`config.mk`:
```
export PLATFORM = sky130hd
export DESIGN_NAME = binary_search_ctrl_flat
export DESIGN_NICKNAME = d
export VERILOG_FILES = /design/src/rtl/binary_search_pkg.sv /design/src/rtl/binary_search_ctrl_if.sv /design/src/rtl/binary_search_ctrl.sv /design/src/flat_wrapper.sv
export SDC_FILE = /design/constraint.sdc
export NUM_CORES = 1
export LEC_CHECK = 0
export ABC_AREA = 1
export CORE_MARGIN = 3
export CORE_UTILIZATION = 35
export CTS_CLUSTER_SIZE = 8
export DETAILED_ROUTE_END_ITERATION = 16
export PLACE_DENSITY = 0.77
export SLEW_MARGIN = 10
export SYNTH_ARGS = -nofsm -noshare
export SYNTH_HDL_FRONTEND = slang
export SYNTH_SLANG_ARGS = --single-unit
```
`constraint.sdc`:
```
create_clock -name clk -period 2.45 [get_ports clk]
set_input_delay 0.735 -clock clk [delete_from_list [all_inputs] [get_ports clk]]
set_output_delay 0.735 -clock clk [all_outputs]
set_load 0.1 [all_outputs]
```
`src/rtl/binary_search_pkg.sv`:
```
// Shared types and constants for the binary search accelerator.
// Used by the controller, the datapath and the top level.
package binary_search_pkg;

  localparam int DATA_W = 8;
  localparam int ADDR_W = 5;
  localparam int SIZE_W = ADDR_W + 1;

  localparam logic [SIZE_W-1:0] SIZE_INIT = 6'd32;
  localparam logic [SIZE_W-1:0] SIZE_LAST = 6'd2;
  localparam logic [ADDR_W-1:0] ADDR_INIT = 5'd16;
  localparam logic [ADDR_W-1:0] ADDR_ZERO_PRE = 5'd1;

  typedef enum logic [2:0] {
    S_IDLE,
    S_WAIT,
    S_CMP,
    S_ZWAIT,
    S_ZCMP,
    S_DONE
  } state_t;

endpackage

```
`src/rtl/binary_search_ctrl_if.sv`:
```
// Control bundle between the search FSM and the datapath/RAM side.
// master: the FSM; slave: datapath, RAM and the user start level.
interface binary_search_ctrl_if;
  import binary_search_pkg::*;

  logic              start;
  logic [DATA_W-1:0] data_ans;
  logic [SIZE_W-1:0] size;
  logic [ADDR_W-1:0] address;
  logic [DATA_W-1:0] q;
  logic              load_data;
  logic              data_big;
  logic              data_small;
  logic              found_ctrl;
  logic              notFound_ctrl;
  logic              check_zero;
  logic              done;

  modport master (
    input  start,
    input  data_ans,
    input  size,
    input  address,
    input  q,
    output load_data,
    output data_big,
    output data_small,
    output found_ctrl,
    output notFound_ctrl,
    output check_zero,
    output done
  );

  modport slave (
    output start,
    output data_ans,
    output size,
    output address,
    output q,
    input  load_data,
    input  data_big,
    input  data_small,
    input  found_ctrl,
    input  notFound_ctrl,
    input  check_zero,
    input  done
  );

endinterface

```
`src/rtl/binary_search_ctrl.sv`:
```
// Search control FSM: sequences RAM reads, compares q to data_ans
// and issues one-hot datapath strobes, including the address-0 probe.
module binary_search_ctrl
  import binary_search_pkg::*;
(
  input  logic                 clk,
  input  logic                 reset,
  binary_search_ctrl_if.master bus
);

  state_t state;
  state_t state_nx;

  logic eq;
  logic lt;
  logic last;
  logic zpre;

  assign eq   = bus.q == bus.data_ans;
  assign lt   = bus.q < bus.data_ans;
  assign last = bus.size <= SIZE_LAST;
  assign zpre = bus.address == ADDR_ZERO_PRE;

  always_ff @(posedge clk) begin
    if (reset) state <= S_IDLE;
    else       state <= state_nx;
  end

  always_comb begin
    state_nx          = state;
    bus.load_data     = 1'b0;
    bus.data_big      = 1'b0;
    bus.data_small    = 1'b0;
    bus.found_ctrl    = 1'b0;
    bus.notFound_ctrl = 1'b0;
    bus.check_zero    = 1'b0;
    bus.done          = 1'b0;
    unique case (state)
      S_IDLE: begin
        if (bus.start) state_nx = S_WAIT;
        else           bus.load_data = 1'b1;
      end
      S_WAIT: state_nx = S_CMP;
      S_CMP: begin
        unique case (1'b1)
          eq: begin
            bus.found_ctrl = 1'b1;
            state_nx       = S_DONE;
          end
          !eq && !last && lt: begin
            bus.data_big = 1'b1;
            state_nx     = S_WAIT;
          end
          !eq && !last && !lt: begin
            bus.data_small = 1'b1;
            state_nx       = S_WAIT;
          end
          // address 0 is below the halving tree; probe it last
          !eq && last && !lt && zpre: begin
            bus.check_zero = 1'b1;
            state_nx       = S_ZWAIT;
          end
          default: begin
            bus.notFound_ctrl = 1'b1;
            state_nx          = S_DONE;
          end
        endcase
      end
      S_ZWAIT: state_nx = S_ZCMP;
      S_ZCMP: begin
        if (eq) bus.found_ctrl    = 1'b1;
        else    bus.notFound_ctrl = 1'b1;
        state_nx = S_DONE;
      end
      S_DONE: begin
        bus.done = 1'b1;
        if (!bus.start) state_nx = S_IDLE;
      end
      default: state_nx = S_IDLE;
    endcase
    if (reset) begin
      bus.load_data     = 1'b0;
      bus.data_big      = 1'b0;
      bus.data_small    = 1'b0;
      bus.found_ctrl    = 1'b0;
      bus.notFound_ctrl = 1'b0;
      bus.check_zero    = 1'b0;
      bus.done          = 1'b0;
    end
  end

endmodule

```
`src/flat_wrapper.sv`:
```
// flat-port wrapper written by rule: the top's interface ports become plain ports
module binary_search_ctrl_flat import binary_search_pkg::*;
  (clk, reset, bus_start, bus_data_ans, bus_size, bus_address, bus_q, bus_load_data, bus_data_big, bus_data_small, bus_found_ctrl, bus_notFound_ctrl, bus_check_zero, bus_done);
  binary_search_ctrl_if bus_i ();
  input  logic clk;
  input  logic reset;
  input wire logic [$bits(bus_i.start)-1:0] bus_start;
  input wire logic [$bits(bus_i.data_ans)-1:0] bus_data_ans;
  input wire logic [$bits(bus_i.size)-1:0] bus_size;
  input wire logic [$bits(bus_i.address)-1:0] bus_address;
  input wire logic [$bits(bus_i.q)-1:0] bus_q;
  output wire logic [$bits(bus_i.load_data)-1:0] bus_load_data;
  output wire logic [$bits(bus_i.data_big)-1:0] bus_data_big;
  output wire logic [$bits(bus_i.data_small)-1:0] bus_data_small;
  output wire logic [$bits(bus_i.found_ctrl)-1:0] bus_found_ctrl;
  output wire logic [$bits(bus_i.notFound_ctrl)-1:0] bus_notFound_ctrl;
  output wire logic [$bits(bus_i.check_zero)-1:0] bus_check_zero;
  output wire logic [$bits(bus_i.done)-1:0] bus_done;
  assign bus_i.start = bus_start;
  assign bus_i.data_ans = bus_data_ans;
  assign bus_i.size = bus_size;
  assign bus_i.address = bus_address;
  assign bus_i.q = bus_q;
  assign bus_load_data = bus_i.load_data;
  assign bus_data_big = bus_i.data_big;
  assign bus_data_small = bus_i.data_small;
  assign bus_found_ctrl = bus_i.found_ctrl;
  assign bus_notFound_ctrl = bus_i.notFound_ctrl;
  assign bus_check_zero = bus_i.check_zero;
  assign bus_done = bus_i.done;
  binary_search_ctrl u_core (.clk(clk), .reset(reset), .bus(bus_i));
endmodule
```
==> flow_summary_export.csv, run 1 <==
group,metric,value,unit
die,fp.dieW,46.0,microns
synthesis,async_flop_share,0,%
synthesis,synth_cell_types,19,
clock_tree,hold_buffers,0,
die,die_y,46.0,microns
synthesis,synth-main-ff-cell,"dfxtp_1",
die,initial_core_util,40.1,%
synthesis,syn_nets,129,
synthesis,synth-seq-cells,3,
status,lastStage,"clock tree synthesis",
clock_tree,clock_sinks,3,
synthesis,synth.area.top_cells,"ha_1 18%, inv_1 13%, nand2_1 11%",
clock_tree,root_buffer,"clkbuf_4",
synthesis,yosysWarnings,0,
clock_tree,cts_resized,110,
status,firstError,"[ERROR DPL-0038] Utilization greater than 100%, impossible to legalize",
place,place.gp.congestion,0.738,
place,hpwlAfterDp,1.84,mm
place,placed_area,1270,sq um
synthesis,synth_edf_count,0,
synthesis,yosysSeqAreaShare,10.7,%
clock_tree,h-tree-depth,1,
die,placementRows,13,
status,status,"stopped before the end",
synthesis,synth.top_cell.area_share,17.9,%
synthesis,avgSynthCellArea,6.16,sq um
synthesis,synthesis.instances,91,
synthesis,yosys-top-cells-count,"20 x inv_1, 17 x nand2_1, 12 x nor2_1",
synthesis,synth_area,561,sq um
synthesis,yosys.cell_count.top_type,"inv_1",
place,io_buffers,36,
clock_tree,cts_setup_buffers,8,
die,io_pins,37,
clock_tree,numCtsBuffers,3,
synthesis,yosysTopAreaCell,"ha_1",
clock_tree,cts_buffer_depth,2,
[stage by stage]
step                      cells  setup slack (ps)  util [%]
after global placement      149              -843      90.8
after floorplan              91              -527         -
after detailed placement    149              -880      90.8
[cells by family after synthesis]
group | share of synthesized area, %
AND/OR/NAND/NOR | 49.1
buffers and inverters | 14.1
flip-flops | 10.7
AO/OA/AOI/OAI | 8.26
adder cells (fa/ha/maj) | 17.9
==> run 2: changes to the inputs <==
--- a/config.mk
+++ b/config.mk
@@ -6,11 +6,10 @@
 export NUM_CORES = 1
 export LEC_CHECK = 0
 export ABC_AREA = 1
-export CORE_MARGIN = 3
-export CORE_UTILIZATION = 35
-export CTS_CLUSTER_SIZE = 8
+export CORE_AREA = 3 3 64 66
 export DETAILED_ROUTE_END_ITERATION = 16
-export PLACE_DENSITY = 0.77
+export DIE_AREA = 0 0 67 69
+export PLACE_DENSITY_LB_ADDON = 0.15
 export SLEW_MARGIN = 10
 export SYNTH_ARGS = -nofsm -noshare
 export SYNTH_HDL_FRONTEND = slang
==> flow_summary_export.csv, run 2 <==
group,metric,value,unit
synthesis,syn_nets,129,
die,dieArea,4620,sq um
critical_path,path_cells,"buf_8 > inv_12 > ha_4 > nand2_4 > nor2_4 > nand2_4 > nand2_4 > nor2_4 > nand2_4 > nand2_4 > a21oi_4 > buf_12",
cells_and_area,top_regs,"u_core.state: 3 flops",
synthesis,yosysTopAreaCell,"ha_1",
sta,finClkSkew,2.26,ps
critical_path,cpMostUsedCell,"nand2_4",
drt,drc,0,
drt,wl,1.67,mm
cells_and_area,layout_common_cells,"13 x nand2_1, 13 x buf_6, 11 x dlygate4sd2_1",
sta,max_slew_margin,80.8,%
cells_and_area,utilization,39.9,%
critical_path,crit_fanout,4,
sta,rsz0062_at_grt,"true",
clock_tree,h-tree-depth,1,
die,initial_core_util,15.4,%
die,io_pins,37,
drt,routedWlPerCell,8.81,microns
place,io_buffers,36,
grt,grt_pass1_wl,2.94,mm
cells_and_area,antennaDiodeCount,0,
power_and_ir_drop,peakVddDrop,107,uV
sta,setup_viol,5,
synthesis,synth_edf_count,0,
synthesis,yosys-top-cells-count,"20 x inv_1, 17 x nand2_1, 12 x nor2_1",
cells_and_area,nNetsFinal,180,
cells_and_area,layout-drive-gt1-share,59.6,%
place,hpwlAfterDp,1.48,mm
synthesis,synth.area.top_cells,"ha_1 18%, inv_1 13%, nand2_1 11%",
drt,vias,726,
clock_tree,root_buffer,"clkbuf_8",
critical_path,crit_slowest_cell,"ha_4",
sta,max_freq,371,MHz
cells_and_area,fillers,405,
die,fp.dieW,67,microns
synthesis,async_flop_share,0,%
sta,hold_slack,655,ps
cells_and_area,seq_area,60.1,sq um
critical_path,slowest_delay,270,ps
power_and_ir_drop,power.density,290,nW/um^2
synthesis,synth-seq-cells,3,
cells_and_area,top_register,"u_core.state",
synthesis,avgSynthCellArea,6.16,sq um
cells_and_area,design_area,1450,sq um
drt,initialDrtViolationCount,7,
synthesis,synth_area,561,sq um
drt,drt_first_pass_iters,3,
drt,routed_via_density,3.84,
critical_path,path_delay_family,"simple AND/OR/NAND/NOR gates",
cells_and_area,multi_input_area,647,sq um
sta,fin_ws,-243,ps
power_and_ir_drop,p_leak,0.670,nW
synthesis,yosysSeqAreaShare,10.7,%
grt,grt_overflow,0,
status,violations,"setup timing",
status,status,"complete, but fails checks",
hold_path,hp-class,"register to register",
clock_tree,cts.clk_slew.worst_paths,30,ps
critical_path,crit_buf_inv,3,
cells_and_area,syn2layout_area_growth,159,%
synthesis,synthesis.instances,91,
clock_tree,cts_buffer_depth,2,
synthesis,yosys.cell_count.top_type,"inv_1",
grt,antenna_found_initial,0,
clock_tree,numCtsBuffers,3,
cells_and_area,largest_reg_flops,3,
grt,grt_pass1_vias,745,
sta,finalMaxSlewViolations,0,
synthesis,yosysWarnings,0,
critical_path,endpoint_kind,"primary output",
place,placed_area,1300,sq um
drt,antenna_left,0,
die,placementRows,22,
sta,timing_hold_violations_final,0,
clock_tree,clock_sinks,3,
synthesis,synth-main-ff-cell,"dfxtp_1",
clock_tree,clock_latency,210,ps
grt,grt_max_degree,6,
critical_path,cp_data_required_time,1710,ps
critical_path,critical_path_class,"input port to primary output",
die,die_y,69,microns
sta,finalWorstPathRequiredPeriod,2690,ps
synthesis,synth.top_cell.area_share,17.9,%
run,maxCapViolations,0,
synthesis,synth_cell_types,19,
clock_tree,cts_tree,"done",
sta,tightest_slew,286,ps
critical_path,critPathLaunchType,"input port",
critical_path,timing.critical_path.arrival,1960,ps
sta,period_share,110,%
die,fp.coreArea,3630,sq um
grt,groute.usage.overall,8.04,%
place,place.gp.congestion,0.731,
==> run 2: cells by family after synthesis <==
group           count (synthesis)  synth area share [%]
simple gates                   51                  49.1
buf+inv                        21                  14.1
compound gates                  8                  8.26
fa+ha+maj                       8                  17.9
flops                           3                  10.7
==> run 2: final timing paths <==
check                        from           endpoint  slack, ps  cells after the start
setup / recovery  bus_data_ans[5]  bus_notFound_ctrl       -240                     12
hold / removal    u_core.state[2]    u_core.state[0]        650                      2
setup reg to reg  u_core.state[0]    u_core.state[0]       1270                      5
hold reg to reg   u_core.state[2]    u_core.state[0]        650                      2
==> run 2: through the flow <==
| step | std cells | power [mW] | setup slack (ps) | setup TNS, ps |
|---|---|---|---|---|
| detailed placement | 181 | 0.263 | -867 | -3900 |
| finish | 189 | 0.421 | -243 | -896 |
| CTS | 187 | 0.420 | -305 | -999 |
| global route | 189 | 0.452 | -324 | -1230 |
| floorplan | 91 | 0.173 | -527 | -2210 |
| global placement | 181 | 0.260 | -845 | -3850 |
==> run 2: tightest hold or removal path, cell delays in order (launching register included) <==
cell	delay (ps)
dfxtp_1	350
nand3_1	150
o22ai_1	90
==> run 2: repair_timing <==
item                       4_1_cts  5_1_grt
hold buffers                     0        0
pin swaps                       37       14
setup buffers                    2        2
setup endpoints to repair        6        7
gates resized for setup        107        7
==> run 2: cell type report <==
type / count / area share, %
Multi-Input combinational cell: 67 / 44.6
Timing Repair Buffer: 46 / 36.0
Tap cell: 48 / 4.14
Inverter: 21 / 8.02
Clock buffer: 4 / 3.10
Sequential cell: 3 / 4.14
==> run 2: power breakdown <==
group / leakage, nW / internal [mW] / total, mW / switching, mW
registers: 0.0246 / 0.0534 / 0.0588 / 0.00543
logic: 0.623 / 0.113 / 0.220 / 0.107
clock network: 0.0228 / 0.111 / 0.142 / 0.0312
total: 0.670 / 0.277 / 0.421 / 0.144
==> run 2: metal layers <==
metal | wire length (microns) | global-route usage, %
met5 | 0 | 0
met3 | 124 | 2.93
met4 | 0 | 1.35
met2 | 966 | 15.1
met1 | 575 | 8.36
(Power assumes the default switching activity.)
==> run 3: changes to the inputs <==
--- a/config.mk
+++ b/config.mk
@@ -14,3 +14,4 @@
 export SYNTH_ARGS = -nofsm -noshare
 export SYNTH_HDL_FRONTEND = slang
 export SYNTH_SLANG_ARGS = --single-unit
+export TNS_END_PERCENT = 5
==> flow_summary_export.csv, run 3 (same netlist as run 2, synthesis figures left out) <==
group,metric,value,unit
cells_and_area,layout_common_cells,"11 x inv_1, 11 x nand2_1, 11 x buf_6",
sta,setup_viol,5,
power_and_ir_drop,peakVddDrop,124,uV
critical_path,crit_buf_inv,3,
clock_tree,cts_tree,"done",
clock_tree,clock_sinks,3,
status,violations,"setup timing",
clock_tree,h-tree-depth,1,
critical_path,crit_slowest_cell,"ha_4",
critical_path,timing.critical_path.arrival,1960,ps
sta,fin_ws,-244,ps
grt,grt_overflow,0,
place,place.gp.congestion,0.688,
critical_path,cpMostUsedCell,"nand2_4",
run,maxCapViolations,0,
sta,finClkSkew,0.390,ps
cells_and_area,largest_reg_flops,3,
sta,tightest_slew,287,ps
critical_path,crit_fanout,3,
grt,antenna_found_initial,0,
critical_path,path_cells,"buf_6 > inv_4 > ha_4 > a21o_1 > nor2_2 > nand2_4 > nand2_4 > nand2_4 > a21oi_4 > buf_12",
die,initial_core_util,15.4,%
drt,drc,0,
sta,finalMaxSlewViolations,0,
critical_path,critPathLaunchType,"input port",
cells_and_area,design_area,1460,sq um
sta,max_freq,371,MHz
sta,rsz0062_at_grt,"true",
drt,routedWlPerCell,9.02,microns
die,fp.dieW,67,microns
place,dp_worst_setup_slack,-889,ps
die,die_y,69,microns
die,placementRows,22,
power_and_ir_drop,power.density,289,nW/um^2
drt,routed_via_density,3.92,
drt,initialDrtViolationCount,27,
critical_path,critical_path_class,"input port to primary output",
grt,grt_pass1_vias,759,
critical_path,path_delay_family,"simple AND/OR/NAND/NOR gates",
clock_tree,numCtsBuffers,3,
place,placed_area,1290,sq um
sta,max_slew_margin,80.8,%
clock_tree,cts_buffer_depth,2,
cells_and_area,final_cell_count_no_fill,190,
sta,hold_slack,654,ps
die,dieArea,4620,sq um
critical_path,endpoint_kind,"primary output",
cells_and_area,top_regs,"u_core.state: 3 flops",
sta,timing_hold_violations_final,0,
clock_tree,cts.clk_slew.worst_paths,30,ps
place,io_buffers,36,
drt,vias,745,
grt,grt_pass1_wl,2.98,mm
place,dpl.cell_count,181,
cells_and_area,layout-drive-gt1-share,61.3,%
drt,drt_first_pass_iters,2,
power_and_ir_drop,p_total,421,uW
place,hpwlAfterDp,1.52,mm
sta,finalWorstPathRequiredPeriod,2690,ps
cells_and_area,nNetsFinal,181,
drt,antenna_left,0,
cells_and_area,antennaDiodeCount,0,
grt,groute.usage.overall,8.10,%
drt,wl,1.71,mm
clock_tree,clock_latency,220,ps
hold_path,hp-class,"register to register",
cells_and_area,syn2layout_area_growth,160,%
cells_and_area,top_register,"u_core.state",
cells_and_area,utilization,40.1,%
die,io_pins,37,
critical_path,cp_data_required_time,1710,ps
status,status,"complete, but fails checks",
sta,period_share,110,%
power_and_ir_drop,p_leak,0.699,nW
clock_tree,root_buffer,"clkbuf_8",
sta,finalSetupTns,-952,ps
critical_path,slowest_delay,200,ps
grt,grt_max_degree,6,
die,fp.coreArea,3630,sq um
## run 3: cell types whose count changed in the layout (fill, tap and decap cells not counted), moves of 2 or more
cell,change
dlymetal6s2s_1,+4
buf_4,+2
nand2_1,-2
nor2_4,-2
dlygate4sd2_1,-8
clkdlybuf4s15_1,+2
nor2_2,+3
clkdlybuf4s50_1,+2
nand2_2,+2
buf_2,+2
buf_6,-2
## run 3: per-layer routing
metal  wire length, microns  share of wire, %  global-route usage, %  up-vias
li1                       -                 -                      -      384
met1                    640                37                   8.73      335
met2                    881                51                   13.5       24
met3                    179                10                   3.91        2
met4                     11              0.64                   2.70        0
met5                      0                 0                      0        -
## run 3: final timing paths
| check | start | endpoint | slack [ps] | depth (start not counted) |
|---|---|---|---|---|
| max | bus_data_ans[7] | bus_notFound_ctrl | -240 | 10 |
| min | u_core.state[2] | u_core.state[0] | 650 | 2 |
| max reg2reg | u_core.state[0] | u_core.state[0] | 1270 | 5 |
| min reg2reg | u_core.state[2] | u_core.state[0] | 650 | 2 |
## run 3: worst reg2reg max path, cell delays in order (launching register included)
cell and delay, ps:
dfxtp_1 340, nor2_1 230, nand2_1 130, buf_4 150
o211ai_1 100, o22ai_1 100
## run 3: report_power, final
part | switching (mW) | internal [mW] | leakage, nW | total [mW]
logic | 0.106 | 0.109 | 0.652 | 0.215
registers | 0.00535 | 0.0533 | 0.0246 | 0.0587
clock network | 0.0356 | 0.111 | 0.0228 | 0.147
## run 3: timing repair
item,in CTS,in global routing
hold buffers,0,0
setup endpoints to repair,7,6
pin swaps,30,23
setup buffers,2,3
resized for setup,94,18
## run 3: layout make-up
| cell class | instances | area [sq um] |
|---|---|---|
| clock buffers | 4 | 45.0 |
| multi-input cells | 67 | 644 |
| inverters | 21 | 116 |
| repair buffers | 47 | 531 |
| fillers | 392 | 2180 |
| well taps | 48 | 60.1 |
| flip-flops and latches | 3 | 60.1 |
==> run 4: changes to the inputs <==
--- a/config.mk
+++ b/config.mk
@@ -14,4 +14,3 @@
 export SYNTH_ARGS = -nofsm -noshare
 export SYNTH_HDL_FRONTEND = slang
 export SYNTH_SLANG_ARGS = --single-unit
-export TNS_END_PERCENT = 5
==> results of run 4 <==
No change in the layout: final DEF, timing and power equal those of run 2.
